### config.mk
export PLATFORM = sky130hd
export DESIGN_NAME = pc_fetch_ctrl
export DESIGN_NICKNAME = d
export VERILOG_FILES = /design/src/rtl/pc_fetch_ctrl.sv
export SDC_FILE = /design/constraint.sdc
export NUM_CORES = 1
export LEC_CHECK = 0
export CAP_MARGIN = 20
export CORE_AREA = 2 2 117 203
export CTS_CLUSTER_SIZE = 25
export DETAILED_ROUTE_END_ITERATION = 10
export DIE_AREA = 0 0 119 205
export SYNTH_ARGS = -nofsm -noshare
export SYNTH_HDL_FRONTEND = slang
export SYNTH_SLANG_ARGS = --single-unit
export TNS_END_PERCENT = 1
### constraint.sdc
create_clock -name clk -period 5 [get_ports clk]
set_clock_uncertainty 0.05 [all_clocks]
set_input_delay 1.25 -clock clk [delete_from_list [all_inputs] [get_ports clk]]
set_output_delay 1.25 -clock clk [all_outputs]
set_load 0.1 [all_outputs]
### src/rtl/pc_fetch_ctrl.sv
// pc_fetch_ctrl: fetch-stage sequencer.
// Owns the program counter and drives the instruction-memory request.
// Presents each fetched word to decode over a valid/ready interface.
// Accepts branch/jump redirects from execute at any time.
//
// Optional feature macro: FETCH_TIMEOUT_EN
//   When defined, a saturating wait counter tracks request cycles that have no ack.
//   timeout_err_o latches high once the counter reaches MAX_WAIT.
//   When undefined, timeout_err_o is tied to 0.
//
// Handshake semantics:
//   imem: imem_req_o and imem_addr_o stay stable until imem_ack_i is seen.
//         imem_ack_i is a single-cycle pulse that carries imem_rdata_i.
//   decode: a transfer happens on a rising edge where instr_valid_o=1,
//           instr_ready_i=1 and redirect_i=0.
//           A redirect in that cycle drops the held word instead.
//
// dbg_state_o exposes the FSM state, so checkers can bind to it.

module pc_fetch_ctrl #(
    parameter int               WIDTH    = 32,
    parameter logic [WIDTH-1:0] RESET_PC = {WIDTH{1'b0}},
    parameter int               MAX_WAIT = 15
) (
    input  logic             clk,
    input  logic             rst,
    input  logic             redirect_i,
    input  logic [WIDTH-1:0] redirect_target_i,
    output logic             imem_req_o,
    output logic [WIDTH-1:0] imem_addr_o,
    input  logic             imem_ack_i,
    input  logic [WIDTH-1:0] imem_rdata_i,
    output logic             instr_valid_o,
    input  logic             instr_ready_i,
    output logic [WIDTH-1:0] instr_o,
    output logic [WIDTH-1:0] instr_pc_o,
    output logic [WIDTH-1:0] instr_pc_plus4_o,
    output logic             timeout_err_o,
    output logic [1:0]       dbg_state_o
);

    typedef enum logic [1:0] {
        ST_IDLE    = 2'd0,
        ST_FETCH   = 2'd1,
        ST_HOLD    = 2'd2,
        ST_DISCARD = 2'd3
    } state_t;

    localparam logic [WIDTH-1:0] PC_STEP    = WIDTH'(4);
    localparam logic [WIDTH-1:0] ALIGN_MASK = ~(WIDTH'(3));

    state_t           state_q, state_d;
    logic [WIDTH-1:0] pc_q, pc_d;
    logic [WIDTH-1:0] pend_target_q, pend_target_d;
    logic [WIDTH-1:0] instr_q, instr_d;
    logic [WIDTH-1:0] instr_pc_q, instr_pc_d;
    logic             req_q, req_d;
    logic             valid_q, valid_d;

    logic [WIDTH-1:0] target_aligned;
    logic [WIDTH-1:0] pc_plus4;

    // Clear the low two target bits so the PC always stays word aligned.
    assign target_aligned = redirect_target_i & ALIGN_MASK;
    // Sequential PC. The addition wraps modulo 2^WIDTH on purpose.
    assign pc_plus4       = pc_q + PC_STEP;

    // Next-state and datapath decisions for the fetch sequencer.
    always_comb begin
        state_d       = state_q;
        pc_d          = pc_q;
        pend_target_d = pend_target_q;
        instr_d       = instr_q;
        instr_pc_d    = instr_pc_q;

        case (state_q)
            ST_IDLE: begin
                // Any ack seen here is a protocol error. It is ignored.
                state_d = ST_FETCH;
            end

            ST_FETCH: begin
                if (imem_ack_i) begin
                    if (redirect_i) begin
                        // The response belongs to the wrong path. Refetch at the target.
                        pc_d = target_aligned;
                    end else begin
                        instr_d    = imem_rdata_i;
                        instr_pc_d = pc_q;
                        pc_d       = pc_plus4;
                        state_d    = ST_HOLD;
                    end
                end else if (redirect_i) begin
                    // The request must stay on the old address until it is acked.
                    // Park the target in pend_target until then.
                    pend_target_d = target_aligned;
                    state_d       = ST_DISCARD;
                end
            end

            ST_HOLD: begin
                // Acks arriving in this state are ignored.
                if (redirect_i) begin
                    pc_d    = target_aligned;
                    state_d = ST_FETCH;
                end else if (instr_ready_i) begin
                    state_d = ST_FETCH;
                end
            end

            ST_DISCARD: begin
                if (imem_ack_i) begin
                    // Drop the stale response. A redirect in this same cycle wins.
                    pc_d    = redirect_i ? target_aligned : pend_target_q;
                    state_d = ST_FETCH;
                end else if (redirect_i) begin
                    pend_target_d = target_aligned;
                end
            end

            default: begin
                state_d = ST_IDLE;
            end
        endcase

        // Output flags are registered, so they are decoded from the next state.
        req_d   = (state_d == ST_FETCH) || (state_d == ST_DISCARD);
        valid_d = (state_d == ST_HOLD);
    end

    // FSM state, PC datapath and registered handshake outputs.
    always_ff @(posedge clk or negedge rst) begin
        if (!rst) begin
            state_q       <= ST_IDLE;
            pc_q          <= RESET_PC;
            pend_target_q <= {WIDTH{1'b0}};
            instr_q       <= {WIDTH{1'b0}};
            instr_pc_q    <= {WIDTH{1'b0}};
            req_q         <= 1'b0;
            valid_q       <= 1'b0;
        end else begin
            state_q       <= state_d;
            pc_q          <= pc_d;
            pend_target_q <= pend_target_d;
            instr_q       <= instr_d;
            instr_pc_q    <= instr_pc_d;
            req_q         <= req_d;
            valid_q       <= valid_d;
        end
    end

    assign imem_req_o       = req_q;
    assign imem_addr_o      = pc_q;
    assign instr_valid_o    = valid_q;
    assign instr_o          = instr_q;
    assign instr_pc_o       = instr_pc_q;
    assign instr_pc_plus4_o = instr_pc_q + PC_STEP;
    assign dbg_state_o      = state_q;

`ifdef FETCH_TIMEOUT_EN
    localparam int CNT_W = (MAX_WAIT < 1) ? 1 : $clog2(MAX_WAIT + 1);
    localparam logic [CNT_W-1:0] CNT_MAX = CNT_W'(MAX_WAIT);

    logic [CNT_W-1:0] wait_cnt_q, wait_cnt_d;
    logic             timeout_err_q, timeout_err_d;
    logic             req_entry;

    // A fresh entry into a requesting state restarts the wait count.
    assign req_entry = req_d && (state_d != state_q);

    // Saturating wait counter and sticky timeout flag.
    always_comb begin
        wait_cnt_d    = wait_cnt_q;
        timeout_err_d = timeout_err_q;
        if (req_entry || imem_ack_i) begin
            wait_cnt_d = {CNT_W{1'b0}};
        end else if (req_q && (wait_cnt_q != CNT_MAX)) begin
            wait_cnt_d = wait_cnt_q + CNT_W'(1);
        end
        if (wait_cnt_d == CNT_MAX) begin
            timeout_err_d = 1'b1;
        end
    end

    // Timeout state registers, cleared only by reset.
    always_ff @(posedge clk or negedge rst) begin
        if (!rst) begin
            wait_cnt_q    <= {CNT_W{1'b0}};
            timeout_err_q <= 1'b0;
        end else begin
            wait_cnt_q    <= wait_cnt_d;
            timeout_err_q <= timeout_err_d;
        end
    end

    assign timeout_err_o = timeout_err_q;
`else
    assign timeout_err_o = 1'b0;
`endif

endmodule

Yosys cells after proc, flatten, opt, wreduce, memory -nomap -nowiden:

Index checks and enable logic that the tools add are counted.
Widths: inputs -> output; s select.

* register bits after elaboration: 132
* bits of input ports: 69
* word-level logic and storage cells: 40
* output and inout port bits: 133

* bitwise operators: 2
* equal/unequal tests: 9
* multiplexer cells: 13
* add/sub/neg operators: 2
* reductions and logical operators: 7

Operators by type and width (count)
* $mux 32: 5
* $pmux 32 s3: 1
* $add 32x3->32 const B: 2
* $mux 2: 6
* $eq 2x2->1 const B: 4
* $pmux 2 s4: 1
* $ne 2x2->1 const B: 3
* $eq 2x1->1 const B: 2
* $reduce_and 4->1: 1
* $reduce_and 3->1: 1
* $reduce_bool 3->1: 1
* $logic_not 2->1: 1
* $not 1->1: 2
* $reduce_and 2->1: 1
* $reduce_or 2->1: 1
* $logic_or 1x1->1: 1

Longest topological paths before layout:

* depth after elaboration: 5
* mapped depth: 8

Worst setup path after synthesis:

OpenSTA, ideal clock, no wires.

* path type: register -> output
* from: reg instr_pc_q[3], in the netlist instr_pc_o[3]
* to: out instr_pc_plus4_o[24]
* buffers on the path: 0
* data arrival time: 3706 ps
* slack: -6 ps
* cell stages (with the launch flop): 7
* path through: dfrtp_1 -> ha_1 -> and4_1 -> nand3_1 -> nor2_2 -> nand3_1 -> xnor2_1

* word-level cells in the longest chain between the ends: 1

RTL lines
* start: declaration: line 56 `logic [WIDTH-1:0] instr_pc_q, instr_pc_d;`
* start signal: assignment: line 138 `instr_pc_q <= {WIDTH{1'b0}};`
* start signal: assignment: line 146 `instr_pc_q <= instr_pc_d;`
* $add 32x3->32: line 157 `assign instr_pc_plus4_o = instr_pc_q + PC_STEP;`
* end: declaration: line 37 `output logic [WIDTH-1:0] instr_pc_plus4_o,`

No other way between the ends.

Final worst setup path:

* from: reg instr_pc_q[7], in the netlist instr_pc_o[7]
* to: out instr_pc_plus4_o[9]

The elaborated chain is that of the path after synthesis.

==> impl_metrics.ini <==
[run_status]
outcome = completed

[critical_path]
max_stage_delay_ns = 1.14
cp.buffers_inverters = 1
crit_path_max_fanout = 7
crit_family = buffers and inverters
worstSetupEndpointType = primary output
path_type_of_the_worst_setup_path = reg -> out
cp.depth = 4
worstSetupStartpointType = flip-flop
cp_cell_sequence = nand2_1 > or3_1 > xnor2_1 > clkdlybuf4s50_1
critPathRequiredTime_ns = 3.70
crit_arrival_ns = 2.81
reg2regPathDepth = 6
critical_path.slowest_cell = clkdlybuf4s50_1

[global_route]
grt_max_degree = 90
grt.overflow.total = 0
overall_global_routing_resource_usage_pct = 16.5
grt_antenna_before_repair = 0
vias_in_the_first_global_route = 5643
grt_pass1_wl_um = 31300

[clocking]
hold_buf_cts = 0
clock-root-buffer = clkbuf_16
cts_made_buffers = 17
tritoncts = done
cts_resized = 0
postCtsSetupRepairBufs = 0
worst_skew_pair.late_latency_ns = 0.42
clk_transition_reported_paths_ns = 0.06
cts.sinks = 131
clk_path_buf_depth = 2
cts_max_level = 4

[drt]
drc_errors = 0
detail-route-antenna-nets = 0
detailedRoute.firstIterationViolations = 304
post_drt_wl_per_cell_um = 17.5
route.final.wire_length_um = 19700
dr.pass1.iters = 4
vias = 5619
avgViaCountPerCell = 4.99

[sta]
final_period_minus_worst_setup_slack_ns = 4.11
final-hold-violation-count = 0
final_setup_vio_count = 0
final_max_slew_viol_count = 0
rsz_0062_raised_after_global_routing = false
finalCritPeriodShare_pct = 82.3
timing.final.ws_setup_ns = 0.887
worst_slew_pin_slew_ns = 1.03
maxSlewHeadroom_pct = 31.3
max_clock_freq_mhz = 243
holdWs_ns = 0.434

[logic_synthesis]
postSynthNetCount = 697
syn_area_sq_mm = 0.00672
yosysWarningCount = 0
yosys_register_bits = 131
ys_dominant_reg_cell = dfrtp_1
synth_edf_count = 0
synthDistinctLibCells = 59
part_of_the_yosys_area_used_for_sequential_elements_pct = 48.8
ys_async_sr_fraction_pct = 100
postSynthAreaPerCell_sq_um = 10.7
syn-instance-count = 626

[power]
leakage_nw = 3.92
ir_drop_uv = 297
power.density_cell_area_mw_per_mm2 = 740
total_power_mw = 7.09

[cells_and_area]
drive_above_1_share_pct = 20.6
antennaDiodeCount = 0
fillerInstances = 2184
areaGrowthSynthToFinish_pct = 42.7
design.final.nets = 884
final_standard_cell_count_with_taps_included_and_fillers_excluded = 1126

[run]
drv_cap = 0

[floorplanning]
die_w_um = 119
core_area_sq_mm = 0.0227
die_height_um = 205
floorplan.initialDensity_pct = 29.5
die_area_sq_mm = 0.0244
floorplan.rows = 73
pin_count = 202

[placement]
place_ws_ns = 1.31
numPortBuffers = 198
placed_cells = 1094
detailed_place_hpwl_um = 14500
gpl.final_weighted_congestion = 0.802

[worst_hold_path]
worst_hold_path.num_cells = 2
holdCritPathClass = reg -> reg
==> synthesized netlist by cell type (3+ instances only) <==
master	n	area, sq um
dfrtp_1	131	3280
mux2_2	88	991
o21ai_0	39	195
nand2_1	38	143
nand3_1	30	150
xnor2_1	24	210
a21oi_1	22	110
a22o_1	22	193
nor2_1	20	75.1
clkbuf_1	19	71.3
inv_1	19	71.3
o21ai_1	13	65.1
a31oi_1	12	75.1
buf_2	12	60.1
nand4_1	11	68.8
buf_4	9	67.6
nor3_1	9	45.0
and3_1	8	50.1
a22oi_1	7	52.6
xor2_1	7	61.3
and2_1	6	37.5
o31a_1	5	43.8
a41oi_1	4	35.0
and4_1	4	35.0
nand2b_1	4	25.0
nor4_1	4	25.0
a211oi_1	3	22.5
a21o_1	3	22.5
buf_1	3	11.3
mux2i_1	3	30.0
nor2b_1	3	18.8
o22ai_1	3	18.8
or2_2	3	18.8
or3_1	3	18.8
==> through the flow <==
step	util [%]	TNS (ns)	cell area, sq um
after floorplan	-	-0.0122	6730
after global placement	39.3	0	8940
after detailed placement	39.3	0	8940
after CTS	42.2	0	9590
after global routing	42.2	0	9590
final	42.2	0	9590
==> cell usage in the layout, fill, tap and decap left out, types with 4 or more instances in the layout <==
| cell | count |
|---|---|
| mux2_2 | 88 |
| o21ai_0 | 39 |
| nor2_1 | 19 |
| clkbuf_16 | 17 |
| a31oi_1 | 12 |
| o31a_1 | 5 |
| a22o_1 | 22 |
| and4_1 | 4 |
| dfrtp_1 | 131 |
| a22oi_1 | 7 |
| clkdlybuf4s50_1 | 175 |
| xnor2_1 | 23 |
| and3_1 | 8 |
| o21ai_1 | 13 |
| nand3_1 | 30 |
| nand2b_1 | 4 |
| nand2_1 | 38 |
| clkinv_2 | 6 |
| and2_1 | 6 |
| xor2_1 | 7 |
| bufinv_16 | 5 |
| buf_4 | 36 |
| a21oi_1 | 21 |
| nand4_1 | 11 |
| a41oi_1 | 4 |
| inv_1 | 19 |
| nor4_1 | 4 |
| nor3_1 | 9 |
==> report_power, final <==
group / total [mW] / internal [mW] / switching (mW)
registers: 1.69 / 1.34 / 0.347
logic: 4.03 / 0.933 / 3.09
clock network: 1.37 / 0.919 / 0.455
total: 7.09 / 3.20 / 3.89
==> cell families (layout without fill, tap and decap cells) <==
logic type,count (synthesis),after routing,synth area share (%)
buffers and inverters,63,263,4.27
AOI/OAI and AO/OA,153,153,15.0
xor gates and xnor gates,31,31,4.04
muxes,91,91,15.2
DFF,131,131,48.8
adders and majority gates,2,2,0.372
and+or+nand+nor,154,154,12.3
other,1,1,0.0558
==> worst reg2reg max path, cell delays in order, from the launching register on <==
cell and delay (ns):
dfrtp_1 0.74, buf_4 0.37, or2_1 0.43, buf_4 0.35
nor3_1 0.08, and4_1 0.20, or3_1 0.33
==> registers in the layout (all words and copies together), names as in the netlist <==
name,flops
instr_pc_o,32
pend_target_q,32
dbg_state_o,2
instr_valid_o,1
instr_o,32
imem_addr_o,32
==> final cells by class <==
type | count | area, sq um | share of cell area (%)
multi-input cells | 432 | 3180 | 33.2
well taps | 300 | 375 | 3.91
clock inverters | 11 | 180 | 1.88
clock buffers | 21 | 470 | 4.91
flip-flops and latches | 131 | 3280 | 34.2
repair buffers | 212 | 2030 | 21.2
inverters | 19 | 71.3 | 0.744
==> per-layer routing <==
layer	vias up	GRT usage (%)	share of wire (%)	wire length, um
met3	29	3.48	3.7	732
met4	0	6.80	2.6	508
li1	2675	-	-	-
met1	2776	18.0	39	7690
met2	139	30.8	55	10800
met5	-	0	0	0
==> path summary, 6_finish.rpt <==
check                                              start                       endpoint  slack (ns)
max                            instr_pc_o[7]$_DFFE_PN0P_            instr_pc_plus4_o[9]        0.89
min                        pend_target_q[10]$_DFFE_PN0P_  pend_target_q[10]$_DFFE_PN0P_        0.43
max reg2reg                     dbg_state_o[1]$_DFF_PN0_    imem_addr_o[26]$_DFFE_PN0P_        2.33
min reg2reg                pend_target_q[10]$_DFFE_PN0P_  pend_target_q[10]$_DFFE_PN0P_        0.43
max in group asynchronous                            rst  pend_target_q[17]$_DFFE_PN0P_        3.14
min in group asynchronous                            rst        instr_o[31]$_DFFE_PN0P_        0.85
Note: power is estimated with default switching activity, not from simulation.
